## src/rtl/bus_fabric.sv

```systemverilog
// Registered single-master bus fabric: decodes a request to one of NUM_SLAVES slaves, waits for ack or timeout.
// Latency: request edge -> strobe next cycle, response one cycle after slave ack; requests while busy are dropped.
module bus_fabric #(
    parameter int                           NUM_SLAVES = 4,
    parameter int                           ADDR_W     = 32,
    parameter int                           DATA_W     = 32,
    parameter logic [NUM_SLAVES*ADDR_W-1:0] SLAVE_BASE = {32'h8000_2000, 32'h8000_1000,
                                                          32'h8000_0000, 32'h0000_0000},
    parameter logic [NUM_SLAVES*ADDR_W-1:0] SLAVE_MASK = {32'hFFFF_F000, 32'hFFFF_F000,
                                                          32'hFFFF_F000, 32'hF000_0000},
    parameter int                           TIMEOUT    = 16,
    parameter logic [DATA_W-1:0]            ERR_DATA   = 32'hDEAD_BEEF
) (
    input  logic                         clk,
    input  logic                         rst,
    input  logic                         m_rd_en_i,
    input  logic                         m_wr_en_i,
    input  logic [ADDR_W-1:0]            m_addr_i,
    input  logic [DATA_W-1:0]            m_data_i,
    output logic [DATA_W-1:0]            m_data_o,
    output logic                         m_ack_o,
    output logic                         m_err_o,
    output logic                         m_busy_o,
    output logic [NUM_SLAVES-1:0]        s_rd_en_o,
    output logic [NUM_SLAVES-1:0]        s_wr_en_o,
    output logic [ADDR_W-1:0]            s_addr_o,
    output logic [DATA_W-1:0]            s_data_o,
    input  logic [NUM_SLAVES*DATA_W-1:0] s_data_i,
    input  logic [NUM_SLAVES-1:0]        s_ack_i,
    output logic [15:0]                  err_count_o
);
    localparam int SEL_W = (NUM_SLAVES > 1) ? $clog2(NUM_SLAVES) : 1;

    typedef enum logic [1:0] {IDLE, ACCESS, RESP} state_t;

    state_t              state_q, state_d;
    logic [ADDR_W-1:0]   addr_q, addr_d;
    logic [DATA_W-1:0]   wdata_q, wdata_d;
    logic [DATA_W-1:0]   rdata_q, rdata_d;
    logic                rd_q, rd_d;
    logic                wr_q, wr_d;
    logic                err_q, err_d;
    logic [SEL_W-1:0]    sel_q, sel_d;
    logic [7:0]          wait_q, wait_d;
    logic [15:0]         err_cnt_q, err_cnt_d;

    logic                dec_hit;
    logic [SEL_W-1:0]    dec_idx;
    logic                sel_ack;
    logic [DATA_W-1:0]   sel_data;
    logic                err_resp;

    // Descending scan so the lowest matching index wins.
    always_comb begin
        dec_hit = 1'b0;
        dec_idx = '0;
        for (int i = NUM_SLAVES - 1; i >= 0; i--) begin
            if ((m_addr_i & SLAVE_MASK[i*ADDR_W +: ADDR_W]) == SLAVE_BASE[i*ADDR_W +: ADDR_W]) begin
                dec_hit = 1'b1;
                dec_idx = SEL_W'(i);
            end
        end
    end

    assign sel_ack  = s_ack_i[sel_q];
    assign sel_data = s_data_i[int'(sel_q)*DATA_W +: DATA_W];

    always_comb begin
        state_d   = state_q;
        addr_d    = addr_q;
        wdata_d   = wdata_q;
        rdata_d   = rdata_q;
        rd_d      = rd_q;
        wr_d      = wr_q;
        err_d     = err_q;
        sel_d     = sel_q;
        wait_d    = wait_q;
        err_cnt_d = err_cnt_q;
        err_resp  = 1'b0;
        case (state_q)
            IDLE: begin
                if (m_rd_en_i | m_wr_en_i) begin
                    addr_d  = m_addr_i;
                    wdata_d = m_data_i;
                    rd_d    = m_rd_en_i & ~m_wr_en_i;
                    wr_d    = m_wr_en_i & ~m_rd_en_i;
                    sel_d   = dec_idx;
                    wait_d  = '0;
                    if ((m_rd_en_i & m_wr_en_i) | ~dec_hit) begin
                        err_d    = 1'b1;
                        err_resp = 1'b1;
                        state_d  = RESP;
                        if (m_rd_en_i & ~m_wr_en_i)
                            rdata_d = ERR_DATA;
                    end else begin
                        err_d   = 1'b0;
                        state_d = ACCESS;
                    end
                end
            end
            ACCESS: begin
                // An ack in the final wait cycle takes priority over the timeout.
                if (sel_ack) begin
                    err_d   = 1'b0;
                    state_d = RESP;
                    if (rd_q)
                        rdata_d = sel_data;
                end else if (wait_q == 8'(TIMEOUT - 1)) begin
                    err_d    = 1'b1;
                    err_resp = 1'b1;
                    state_d  = RESP;
                    if (rd_q)
                        rdata_d = ERR_DATA;
                end else begin
                    wait_d = wait_q + 8'd1;
                end
            end
            RESP: begin
                state_d = IDLE;
            end
            default: begin
                state_d = IDLE;
            end
        endcase
        if (err_resp && (err_cnt_q != 16'hFFFF))
            err_cnt_d = err_cnt_q + 16'd1;
    end

    always_ff @(posedge clk) begin
        if (rst) begin
            state_q   <= IDLE;
            addr_q    <= '0;
            wdata_q   <= '0;
            rdata_q   <= '0;
            rd_q      <= 1'b0;
            wr_q      <= 1'b0;
            err_q     <= 1'b0;
            sel_q     <= '0;
            wait_q    <= '0;
            err_cnt_q <= '0;
        end else begin
            state_q   <= state_d;
            addr_q    <= addr_d;
            wdata_q   <= wdata_d;
            rdata_q   <= rdata_d;
            rd_q      <= rd_d;
            wr_q      <= wr_d;
            err_q     <= err_d;
            sel_q     <= sel_d;
            wait_q    <= wait_d;
            err_cnt_q <= err_cnt_d;
        end
    end

    always_comb begin
        s_rd_en_o = '0;
        s_wr_en_o = '0;
        if (state_q == ACCESS) begin
            if (wr_q)
                s_wr_en_o[sel_q] = 1'b1;
            else
                s_rd_en_o[sel_q] = 1'b1;
        end
    end

    assign m_ack_o     = (state_q == RESP);
    assign m_err_o     = (state_q == RESP) & err_q;
    assign m_busy_o    = (state_q != IDLE);
    assign m_data_o    = rdata_q;
    assign s_addr_o    = addr_q;
    assign s_data_o    = wdata_q;
    assign err_count_o = err_cnt_q;
endmodule

```

## config.mk

```make
export PLATFORM = sky130hd
export DESIGN_NAME = bus_fabric
export DESIGN_NICKNAME = d
export VERILOG_FILES = /design/src/rtl/bus_fabric.sv
export SDC_FILE = /design/constraint.sdc
export NUM_CORES = 1
export LEC_CHECK = 0
export CORE_MARGIN = 5
export CORE_UTILIZATION = 35
export CTS_CLUSTER_DIAMETER = 60
export DETAILED_ROUTE_END_ITERATION = 10
export PLACE_DENSITY_LB_ADDON = 0.08
export REMOVE_ABC_BUFFERS = 1
export SLEW_MARGIN = 10
export SYNTH_ARGS = -nofsm -noshare
export SYNTH_HDL_FRONTEND = slang
export SYNTH_SLANG_ARGS = --single-unit
```

## constraint.sdc

```tcl
create_clock -name clk -period 2 [get_ports clk]
set_clock_uncertainty 0.05 [all_clocks]
set_input_delay 0.3 -clock clk [delete_from_list [all_inputs] [get_ports clk]]
set_output_delay 0.3 -clock clk [all_outputs]
set_load 0.05 [all_outputs]
```

==> impl_metrics.env <==
export IMPL_vias=6201
export IMPL_rows=46
export IMPL_worst_ep_required_time_ps=2300
export IMPL_final_nets=1245
export IMPL_timing_final_setup_violations=10
export IMPL_hold_class="in2reg"
export IMPL_ys_warn_count=0
export IMPL_largest_fanout_of_any_net_on_the_critical_path=7
export IMPL_totalPowerFinal_w=0.00783
export IMPL_count_of_state_elements_after_synthesis=127
export IMPL_synth_top_flop_cell="dfxtp_1"
export IMPL_ios=323
export IMPL_finalCoreUtilization_pct=67.3
export IMPL_path_clk_slew_ps=60
export IMPL_synth_lib_cells_used_distinct=49
export IMPL_drt_total_wl_um=21800
export IMPL_yosysTopAreaCell="dfxtp_1"
export IMPL_synthesis_area_um2=5710
export IMPL_post_synth_main_area_contributors="dfxtp_1 45%, mux4_2 13%, nand2_1 9.3%, a21oi_1 7.7%, nor2_1 4.9%"
export IMPL_global_route_overflow_total=0
export IMPL_syn_instance_count=658
export IMPL_timing_critical_path_from="sel_q[0]$_SDFFE_PP0P_"
export IMPL_insertedDiodeCount=0
export IMPL_fillCellCount=1320
export IMPL_ctsRootBufferMaster="clkbuf_16"
export IMPL_layout_cells_most_common="clkdlybuf4s50_1"
export IMPL_max_cap_violations=0
export IMPL_global_route_usage_total_pct=21.9
export IMPL_grt_start_max_net_pins=51
export IMPL_post_synth_cell_area_avg_um2=8.67
export IMPL_stdcell_area_um2=10700
export IMPL_first_global_vias=6287
export IMPL_static_leakage_power_nw=4.15
export IMPL_slew_headroom_pct=62.3
export IMPL_die_area_um2=19000
export IMPL_most_used_cells_in_the_layout_excluding_fill_and_tap_cells="279 x clkdlybuf4s50_1, 140 x nand2_1, 122 x dfxtp_1, 79 x a21oi_1, 79 x buf_4"
export IMPL_drcViolationCount=0
export IMPL_grt_pass1_wl_um=32100
export IMPL_outcome="complete, but fails checks"
export IMPL_place_gp_congestion=0.822
export IMPL_dieWidth_um=138
export IMPL_r2r_start="sel_q[0]$_SDFFE_PP0P_"
export IMPL_clock_insertion_delay_worst_skew_ps=410
export IMPL_netlist_area_leader_share_pct=44.6
export IMPL_dpl_instance_area_um2=9700
export IMPL_final_max_slew_viol_count=0
export IMPL_initial_core_utilization_pct=35.8
export IMPL_setup_repair_after_global_routing_missed_its_margin="true"
export IMPL_critical_path_arrival_ps=2430
export IMPL_tritoncts="yes"
export IMPL_cts_sinks=127
export IMPL_totalNegativeSetupSlack_ps=-829
export IMPL_regArea_um2=2550
export IMPL_synth_edf_count=0
export IMPL_dp_hpwl_um=16000
export IMPL_seq_area_frac_synth_pct=44.6
export IMPL_wire_per_inst_um=17.1
export IMPL_final_min_clock_period_ps=2140
export IMPL_port_buffers=322
export IMPL_synth_async_sr_flop_share_pct=0
export IMPL_criticalPathCategory="reg2reg"
export IMPL_worstSetupEndpointType="flip-flop"
export IMPL_synthToLayoutAreaGrowth_pct=88.1
export IMPL_postLayoutSetupSlackWorst_ps=-138
export IMPL_cts_buffers_inserted=17
export IMPL_fmax_ghz=0.468
export IMPL_post_drt_via_cell_ratio=4.88
export IMPL_postCtsHoldBufs=0
export IMPL_worst_hold_startpoint="m_addr_i[21]"
export IMPL_htree_num_levels=4
export IMPL_core_area_um2=15900
export IMPL_worst_slew_pin_slew_ps=564
export IMPL_hold_violations=0
export IMPL_ctsLongestPathBuffers=2
export IMPL_drive_above_1_share_pct=21.2
export IMPL_detail_route_first_pass_iterations=4
export IMPL_post_route_period_util_pct=107
export IMPL_violations="setup timing"
export IMPL_iteration_0_drc_markers=264
export IMPL_die_h_um=138
export IMPL_r2r_setup_slack_ps=-140
export IMPL_worst_setup_path_start_kind="flip-flop"
export IMPL_vdd_ir_drop_worst_mv=0.557
export IMPL_final_antenna_net_count=0
export IMPL_power_density_nw_per_um2=730
export IMPL_initial_antenna_violation_count=0
export IMPL_multiInputGateArea_um2=3300
[per-stage QoR]
step / cells / hold slack [ps] / setup slack [ps]
after CTS: 1268 / 172 / -131
after floorplan: 613 / 319 / -2710
after detailed placement: 1229 / 396 / -740
after global placement: 1229 / 392 / -689
after global routing: 1272 / 202 / -202
final: 1272 / 202 / -138
[sequential cells by signal, summed over array words and instances, names as in the netlist]
signal       cells
err_count_o     16
err_q            1
m_data_o        32
rd_q             1
s_addr_o        32
s_data_o        32
sel_q            2
state_q          2
wait_q           8
wr_q             1
[Yosys cell counts (3+ instances only)]
cell,n
a211oi_1,3
a21oi_1,88
and2_1,4
and3_1,3
buf_1,6
buf_2,10
clkbuf_1,27
dfxtp_1,127
inv_1,3
mux4_2,33
nand2_1,142
nand2b_1,13
nand3_1,22
nor2_1,75
nor2b_1,5
nor3_1,30
nor4_1,6
o211ai_1,3
o21ai_0,7
o31ai_1,3
or3_1,5
xnor2_1,4
xor2_1,7
[path summary, 6_finish.rpt]
kind | to | depth (start not counted)
setup / recovery | err_count_o[9]$_SDFFE_PP0P_ | 7
hold / removal | s_addr_o[21]$_SDFFE_PP0P_ | 3
setup reg to reg | err_count_o[9]$_SDFFE_PP0P_ | 7
hold reg to reg | s_data_o[24]$_SDFFE_PP0P_ | 2
[report_power, final]
group | total [W] | leakage [nW] | switching [W] | internal, W
logic | 0.00191 | 2.81 | 0.00104 | 0.000868
clock network | 0.00316 | 0.295 | 0.00118 | 0.00198
registers | 0.00276 | 1.04 | 0.0000817 | 0.00268
[layout make-up]
| cell class | instances | share of cell area, % |
|---|---|---|
| clock buffer | 17 | 3.96 |
| tap | 216 | 2.52 |
| timing repair buffer | 407 | 37.1 |
| multi-input combinational | 486 | 30.8 |
| clock inverter | 15 | 1.72 |
| sequential | 127 | 23.8 |
| inverter | 4 | 0.140 |
[worst max-delay path: stages, from the launching register on]
cell and delay, ps:
dfxtp_2 340, mux4_2 560, inv_2 70, a32o_2 160, o21ai_4 110, buf_6 150, or4_4 510, a21oi_2 120
[cell families (layout without fill, tap and decap cells)]
| logic type | after synthesis | count (layout) | share of synthesized area (%) |
|---|---|---|---|
| mux | 37 | 37 | 13.8 |
| simple gates | 316 | 316 | 24.4 |
| fa+ha+maj | 2 | 2 | 0.438 |
| buf+inv | 49 | 443 | 3.71 |
| flops | 127 | 127 | 44.6 |
| compound gates | 116 | 120 | 11.4 |
| xor+xnor | 11 | 11 | 1.69 |
[layer usage]
| metal | GRT usage [%] | share of wire, % | vias to the layer above |
|---|---|---|---|
| met4 | 7.30 | 1.7 | 0 |
| met1 | 23.7 | 38 | 2845 |
| met3 | 8.29 | 10 | 26 |
| li1 | - | - | 3073 |
| met5 | 0 | 0 | - |
| met2 | 39.2 | 50 | 257 |
[repair_timing]
action,in CTS,in global routing
gates resized for setup,72,38
pin swaps,25,12
setup buffers,5,3
gates cloned,4,1
setup endpoints to repair,75,67
No activity file was read; power rests on OpenSTA's default activity.
